--- config.mk ---
export PLATFORM = sky130hd
export DESIGN_NAME = alu_io_sequencer
export DESIGN_NICKNAME = d
export VERILOG_FILES = /design/src/rtl/alu_io_pkg.sv /design/src/rtl/alu_io_capture.sv /design/src/rtl/alu_io_sequencer.sv
export SDC_FILE = /design/constraint.sdc
export NUM_CORES = 1
export LEC_CHECK = 0
export BUFFER_PORTS_ARGS = -buffer_cell sky130_fd_sc_hd__buf_2
export CAP_MARGIN = 20
export CORE_ASPECT_RATIO = 0.9
export CORE_MARGIN = 5
export CORE_UTILIZATION = 45
export DETAILED_ROUTE_END_ITERATION = 8
export PLACE_DENSITY = 0.82
export SLEW_MARGIN = 20
export SYNTH_ARGS = -nofsm -noshare
export SYNTH_HDL_FRONTEND = slang
export SYNTH_SLANG_ARGS = --single-unit
--- constraint.sdc ---
create_clock -name clk -period 2.94 [get_ports clk]
set_input_delay 0.588 -clock clk [delete_from_list [all_inputs] [get_ports clk]]
set_output_delay 0.588 -clock clk [all_outputs]
set_load 0.05 [all_outputs]
--- src/rtl/alu_io_pkg.sv ---
// Shared definitions for the ALU bus sequencer: op codes, FSM encoding and watchdog limit.
// The watchdog itself is only built when ALU_IO_TIMEOUT_EN is defined.
package alu_io_pkg;
  localparam logic [1:0] OP_ADD = 2'b00;
  localparam logic [1:0] OP_SUB = 2'b01;
  localparam logic [1:0] OP_MUL = 2'b10;
  localparam logic [1:0] OP_DIV = 2'b11;

  localparam int TIMEOUT_CYCLES = 255;

  typedef enum logic [1:0] {
    ST_IDLE  = 2'd0,
    ST_START = 2'd1,
    ST_RUN   = 2'd2,
    ST_RESP  = 2'd3
  } state_e;

  // Only mul and div produce a meaningful Q half.
  function automatic logic op_has_lo(input logic [1:0] op);
    return op[1];
  endfunction
endpackage

--- src/rtl/alu_io_capture.sv ---
// Result capture for the ALU bus sequencer: samples OUTBUS into the hi/lo result
// registers on push strobes; the lo half stays 0 for add/sub.
module alu_io_capture
  import alu_io_pkg::*;
#(
  parameter int WIDTH = 8
) (
  input  logic             clk_i,
  input  logic             rst_i,
  input  logic             clear_i,
  input  logic             push_a_i,
  input  logic             push_q_i,
  input  logic [1:0]       op_i,
  input  logic [WIDTH-1:0] outbus_i,
  output logic [WIDTH-1:0] hi_o,
  output logic [WIDTH-1:0] lo_o
);
  logic [WIDTH-1:0] hi_q;
  logic [WIDTH-1:0] lo_q;

  always_ff @(posedge clk_i or posedge rst_i) begin
    if (rst_i) begin
      hi_q <= '0;
      lo_q <= '0;
    end else if (clear_i) begin
      hi_q <= '0;
      lo_q <= '0;
    end else begin
      if (push_a_i) hi_q <= outbus_i;
      if (push_q_i && op_has_lo(op_i)) lo_q <= outbus_i;
    end
  end

  assign hi_o = hi_q;
  assign lo_o = lo_q;
endmodule

--- src/rtl/alu_io_sequencer.sv ---
// Bus-side front end for the ALU control unit: request handshake, BEGIN/op drive, INBUS
// operand muxing, OUTBUS capture and response handshake. Optional watchdog: ALU_IO_TIMEOUT_EN.
module alu_io_sequencer
  import alu_io_pkg::*;
#(
  parameter int WIDTH = 8
) (
  input  logic             clk,
  input  logic             reset_input,
  input  logic             req_valid,
  output logic             req_ready,
  input  logic [1:0]       req_op,
  input  logic [WIDTH-1:0] req_a,
  input  logic [WIDTH-1:0] req_q,
  input  logic [WIDTH-1:0] req_m,
  output logic             cu_begin,
  output logic [1:0]       cu_op_code,
  input  logic             load_a,
  input  logic             load_q,
  input  logic             load_m,
  input  logic             push_a,
  input  logic             push_q,
  input  logic             cu_end,
  output logic [WIDTH-1:0] inbus,
  input  logic [WIDTH-1:0] outbus,
  output logic             rsp_valid,
  input  logic             rsp_ready,
  output logic [1:0]       rsp_op,
  output logic [WIDTH-1:0] rsp_hi,
  output logic [WIDTH-1:0] rsp_lo,
  output logic             rsp_err,
  output logic             busy
);
  state_e           state_q, state_d;
  logic [1:0]       op_q;
  logic [WIDTH-1:0] reg_a_q, reg_q_q, reg_m_q;
  logic             accept;
  logic             active;
  logic             timeout;

  assign active = (state_q == ST_START) || (state_q == ST_RUN);
  assign accept = (state_q == ST_IDLE) && req_valid;

  always_ff @(posedge clk or posedge reset_input) begin
    if (reset_input) begin
      state_q <= ST_IDLE;
      op_q    <= OP_ADD;
    end else begin
      state_q <= state_d;
      if (accept) op_q <= req_op;
    end
  end

  // Operands are pure data; inbus is gated by the FSM, so they need no reset.
  always_ff @(posedge clk) begin
    if (accept) begin
      reg_a_q <= req_a;
      reg_q_q <= req_q;
      reg_m_q <= req_m;
    end
  end

`ifdef ALU_IO_TIMEOUT_EN
  logic [7:0] wd_q;
  logic       err_q;

  always_ff @(posedge clk or posedge reset_input) begin
    if (reset_input) begin
      wd_q  <= '0;
      err_q <= 1'b0;
    end else if (accept) begin
      wd_q  <= '0;
      err_q <= 1'b0;
    end else begin
      if (active) wd_q <= wd_q + 8'd1;
      if (timeout) err_q <= 1'b1;
    end
  end

  // Fires on the last of TIMEOUT_CYCLES cycles in START+RUN unless END arrives then.
  assign timeout = active && !((state_q == ST_RUN) && cu_end) &&
                   (wd_q == 8'(TIMEOUT_CYCLES - 1));
  assign rsp_err = err_q;
`else
  assign timeout = 1'b0;
  assign rsp_err = 1'b0;
`endif

  always_comb begin
    state_d   = state_q;
    req_ready = 1'b0;
    cu_begin  = 1'b0;
    rsp_valid = 1'b0;
    case (state_q)
      ST_IDLE: begin
        req_ready = 1'b1;
        if (req_valid) state_d = ST_START;
      end
      ST_START: begin
        cu_begin = 1'b1;
        if (timeout) state_d = ST_RESP;
        else if (load_a || load_q || load_m) state_d = ST_RUN;
      end
      ST_RUN: begin
        if (cu_end || timeout) state_d = ST_RESP;
      end
      ST_RESP: begin
        rsp_valid = 1'b1;
        if (rsp_ready) state_d = ST_IDLE;
      end
      default: state_d = ST_IDLE;
    endcase
  end

  always_comb begin
    inbus = '0;
    if (active) begin
      if (load_a)      inbus = reg_a_q;
      else if (load_q) inbus = reg_q_q;
      else if (load_m) inbus = reg_m_q;
    end
  end

  alu_io_capture #(.WIDTH(WIDTH)) u_capture (
    .clk_i    (clk),
    .rst_i    (reset_input),
    .clear_i  (accept),
    .push_a_i (active && push_a),
    .push_q_i (active && push_q),
    .op_i     (op_q),
    .outbus_i (outbus),
    .hi_o     (rsp_hi),
    .lo_o     (rsp_lo)
  );

  assign cu_op_code = op_q;
  assign rsp_op     = op_q;
  assign busy       = (state_q != ST_IDLE);
endmodule

==> summary by stage <==
Status
The run finished with clean final reports.

Logic synthesis
After synthesis, the netlist uses 29 different library cells. The number of enable-type register cells in the synthesized netlist is 24. Counting every net in the synthesized netlist gives 192. The synthesized design contains 44 register bits.

Yosys printed 0 warnings. The synthesized instance count is 144. After synthesis the cells add up to 0.001927 sq mm. For this run, asynchronously set or reset flops after synthesis account for 0.4545. The sequential area share after synthesis is 0.6338. The synthesized area divided by synthesized cell count is 13.38 sq um. The dominant synthesized flop cell is edfxtp_1.

Clock tree
Clock latency on the worst-skew pair, taken at its later pin, is 0.29 ns. The post-cts gate resize count is 0. The number of setup buffers added after CTS is 0. In this run the deepest clock path goes through 2 buffers. The total number of clock tree sinks is 44. TritonCTS built the clock tree. The tree is rooted in a clkbuf_8. The number of buffers added to fix hold violations after cts is 0.

TritonCTS created 5 clock buffers. The H-tree generated during clock tree synthesis spans 2 levels. The clock transition at the registers of the reported paths is 0.07 ns.

Setup path
STA puts the critical path data required time at 2.35 ns. The cell repeated most along the worst path is buf_2. The capturing element type of the critical path is a primary output. STA puts the critical path data arrival time at 1.88 ns. The delay contributed by the slowest stage of the critical path is 0.45 ns. The gate family responsible for the most delay along the worst path is simple AND/OR/NAND/NOR gates. Counting both buffers and inverters, the worst setup path holds a total of 2. The critical path is of the input port to primary output type. The critical path depth in cells is 5. Along the worst path, the maximum fanout reaches 11. The critical path goes through buf_2 -> nor2b_1 -> a221o_2 -> and3_1 -> buf_2. The cell with the largest stage delay on the worst path is nor2b_1. The number of cells on the worst reg-to-reg path is 4.

STA classifies the critical path startpoint as an input port.

Power and ir drop
The worst IR drop on VDD is 0.0005702 V. The share of total power dissipated in sequential elements is 0.324. For this design the static power due to leakage is 1.187 nW.

The switching share of power is 0.4958. Of the total power, combinational logic draws 0.551. The clock share of power is 0.124. The design draws 0.002841 W. The internal portion of the total power is 0.001433 W. The power spent charging and discharging nets is 0.001409 W. For this design the ratio of total power to cell area is 1181 mW/mm^2.

Die
The floorplan step defined a die boundary enclosing 0.005693 sq mm. After floorplanning, the core was divided into 22 placement rows. The height of the chip is 72.08 um.

After floorplanning, the core was sized to cover 0.004101 sq mm. The floorplan step set the die width to 78.98 um. During I/O placement, the number of pins put on the boundary was 77. The starting density of the core is 0.4698.

Flow run
The max capacitance violation total is 0.

Place
After detailed placement, the design holds a cell count of 258. The weighted congestion reported at the end of routability-driven placement is 0.7777. The detailed placement HPWL is 3117 um. The count of buffers added on input and output ports is 75.

Route
The first routing iteration left 59 violations. The total wire length is 4099 um. After detailed routing, the number of vias per cell comes to 5.023. The detailed router placed 1,336 vias in this run. The first detailed-routing pass took 4 iterations. The count of antenna-violating nets left after detailed routing is 0.

The post-detailed-route wirelength per cell is 15.41 um. For this run, design rule violations remaining after detail routing come to 0.

Global routing
The first-pass GRT wire length is 6486 um. The via count of the first global-routing pass is 1,315. Across every metal layer, demand over resource in global routing totals 0.1484. Entering global routing, the biggest net connects 25 pins. The initial antenna violation count was 0. Summed over all layers, the global routing overflow is 0.

Layout
The repair_antennas step left the layout with diodes totalling 0. The non-filler instance count after layout is 266. The share of final-layout standard cells stronger than drive strength 1 is 0.4404. Compared with the post-synthesis result, the final layout area differs by 24.81%. The count of nets after finishing is 265. The number of filler instances in the final layout is 351.

STA
The final clock period utilization by the worst path is 0.8378. Setup violations remaining at the end of the flow were counted as 0. Derived from the worst setup path, the maximum achievable clock frequency is 406.0 MHz. Headroom to the max-slew limit came out at 0.4945.

Setup repair after global routing left no endpoint under its margin. For the pin with the worst max-slew slack, the measured transition is 0.7582 ns. Summed over all failing endpoints, the final setup total negative slack is 0 ns. The time the worst path needs with I/O delays and setup is 2.463 ns. The final max-slew violation count is 0. The number of hold violations in the final report is 0.

The worst clock skew is 0.005354 ns.

Worst hold path
The class of the tightest hold or removal check is input port to asynchronous set/reset pin.
[logic make-up (layout without fill, tap and decap cells)]
| logic type | Yosys count | after routing | share of synthesized area |
|---|---|---|---|
| adders and majority gates | 4 | 4 | 0.02598 |
| DFF | 44 | 44 | 0.6338 |
| and+or+nand+nor | 48 | 48 | 0.1396 |
| AOI/OAI and AO/OA | 20 | 20 | 0.09351 |
| muxes | 11 | 11 | 0.06104 |
| buffers and inverters | 16 | 90 | 0.04416 |
| other | 1 | 1 | 0.001946 |
[cell usage in the layout, fill, tap and decap left out, drive strengths merged, types with 4 or more instances in the layout]
| cell | instances |
|---|---|
| buf | 77 |
| nand3 | 9 |
| inv | 5 |
| a21oi | 8 |
| dfrtp | 20 |
| nor2 | 8 |
| clkbuf | 7 |
| mux2i | 8 |
| or2b | 4 |
| ha | 4 |
| edfxtp | 24 |
| nand2 | 11 |
| a221o | 7 |
| nand2b | 4 |
| and3 | 7 |
[path summary, 6_finish.rpt]
path / start / end / slack (ns)
min in group clk: req_q[0] / reg_q_q[0] / 0.46
min: reset_input / cu_op_code[0] / 0.41
max: load_q / inbus[2] / 0.48
max in group asynchronous: reset_input / u_capture.hi_o[5] / 2.07
min reg2reg: u_capture.hi_o[2] / u_capture.hi_o[2] / 0.52
max reg2reg: state_q[0] / reg_a_q[7] / 1.00
[power by group through the flow]
stage	sequential, W	clock [W]	combinational [W]
2_1_floorplan	0.00125	0	0.000914
3_5_place_dp	0.000936	0	0.00158
6_report	0.000922	0.000353	0.00157
3_3_place_gp	0.000927	0	0.00157
4_1_cts	0.000924	0.000365	0.00158
5_1_grt	0.000943	0.000392	0.00166
[worst reg2reg max path, stage by stage (launching register included)]
cell	delay, ns
dfrtp_1	0.42
inv_1	0.09
ha_1	0.22
and2_1	0.65
buf_12	0.27
[synth_stat cells, types with 2 or more instances]
library cell,instances,area (sq um)
inv_1,5,18.77
edfxtp_1,24,720.7
nand3_1,8,40.04
nor2b_1,3,18.77
clkbuf_1,2,7.510
or2b_1,4,30.03
mux2i_1,8,80.08
buf_2,5,25.02
buf_4,3,22.52
and3_1,7,43.79
nand2b_1,4,25.02
mux2_2,2,22.52
dfrtp_1,20,500.5
nor2_1,8,30.03
ha_1,4,50.05
a221o_2,7,78.83
nand2_1,11,41.29
a21oi_1,8,40.04
[final cells by class]
type	count	area, sq um	area share
Clock inverter	1	5.005	0.002081
Inverter	5	18.77	0.007804
Tap cell	48	60.06	0.02497
Multi-Input combinational cell	84	620.6	0.2581
Sequential cell	44	1221	0.5078
Clock buffer	7	76.32	0.03174
Timing Repair Buffer	77	402.9	0.1675
[layer usage]
| layer | wire length [um] | global-route usage | share of wire | up-vias |
|---|---|---|---|---|
| met3 | 163 | 0.03846 | 0.040 | 4 |
| met5 | 0 | 0 | 0 | - |
| li1 | - | - | - | 658 |
| met2 | 2066 | 0.2308 | 0.50 | 31 |
| met1 | 1813 | 0.1998 | 0.44 | 643 |
| met4 | 55 | 0.05916 | 0.013 | 0 |
[stage by stage]
| stage | cell area, sq um | hold WS, ns | worst slack, ns | utilization |
|---|---|---|---|---|
| floorplan | 1927 | 0.5191 | 0.7695 | - |
| global placement | 2323 | 0.5024 | 0.5392 | 0.5665 |
| detailed placement | 2323 | 0.5118 | 0.4743 | 0.5665 |
| CTS | 2405 | 0.4323 | 0.4679 | 0.5863 |
| global route | 2405 | 0.4517 | 0.3938 | 0.5863 |
| finish | 2405 | 0.4064 | 0.4770 | 0.5863 |
[flip-flops by register name, summed over array words and instances, names as in the netlist]
| register | cells |
|---|---|
| cu_op_code | 2 |
| reg_a_q | 8 |
| reg_m_q | 8 |
| reg_q_q | 8 |
| state_q | 2 |
| u_capture.hi_o | 8 |
| u_capture.lo_o | 8 |
Power figures use the tool's default switching activity.
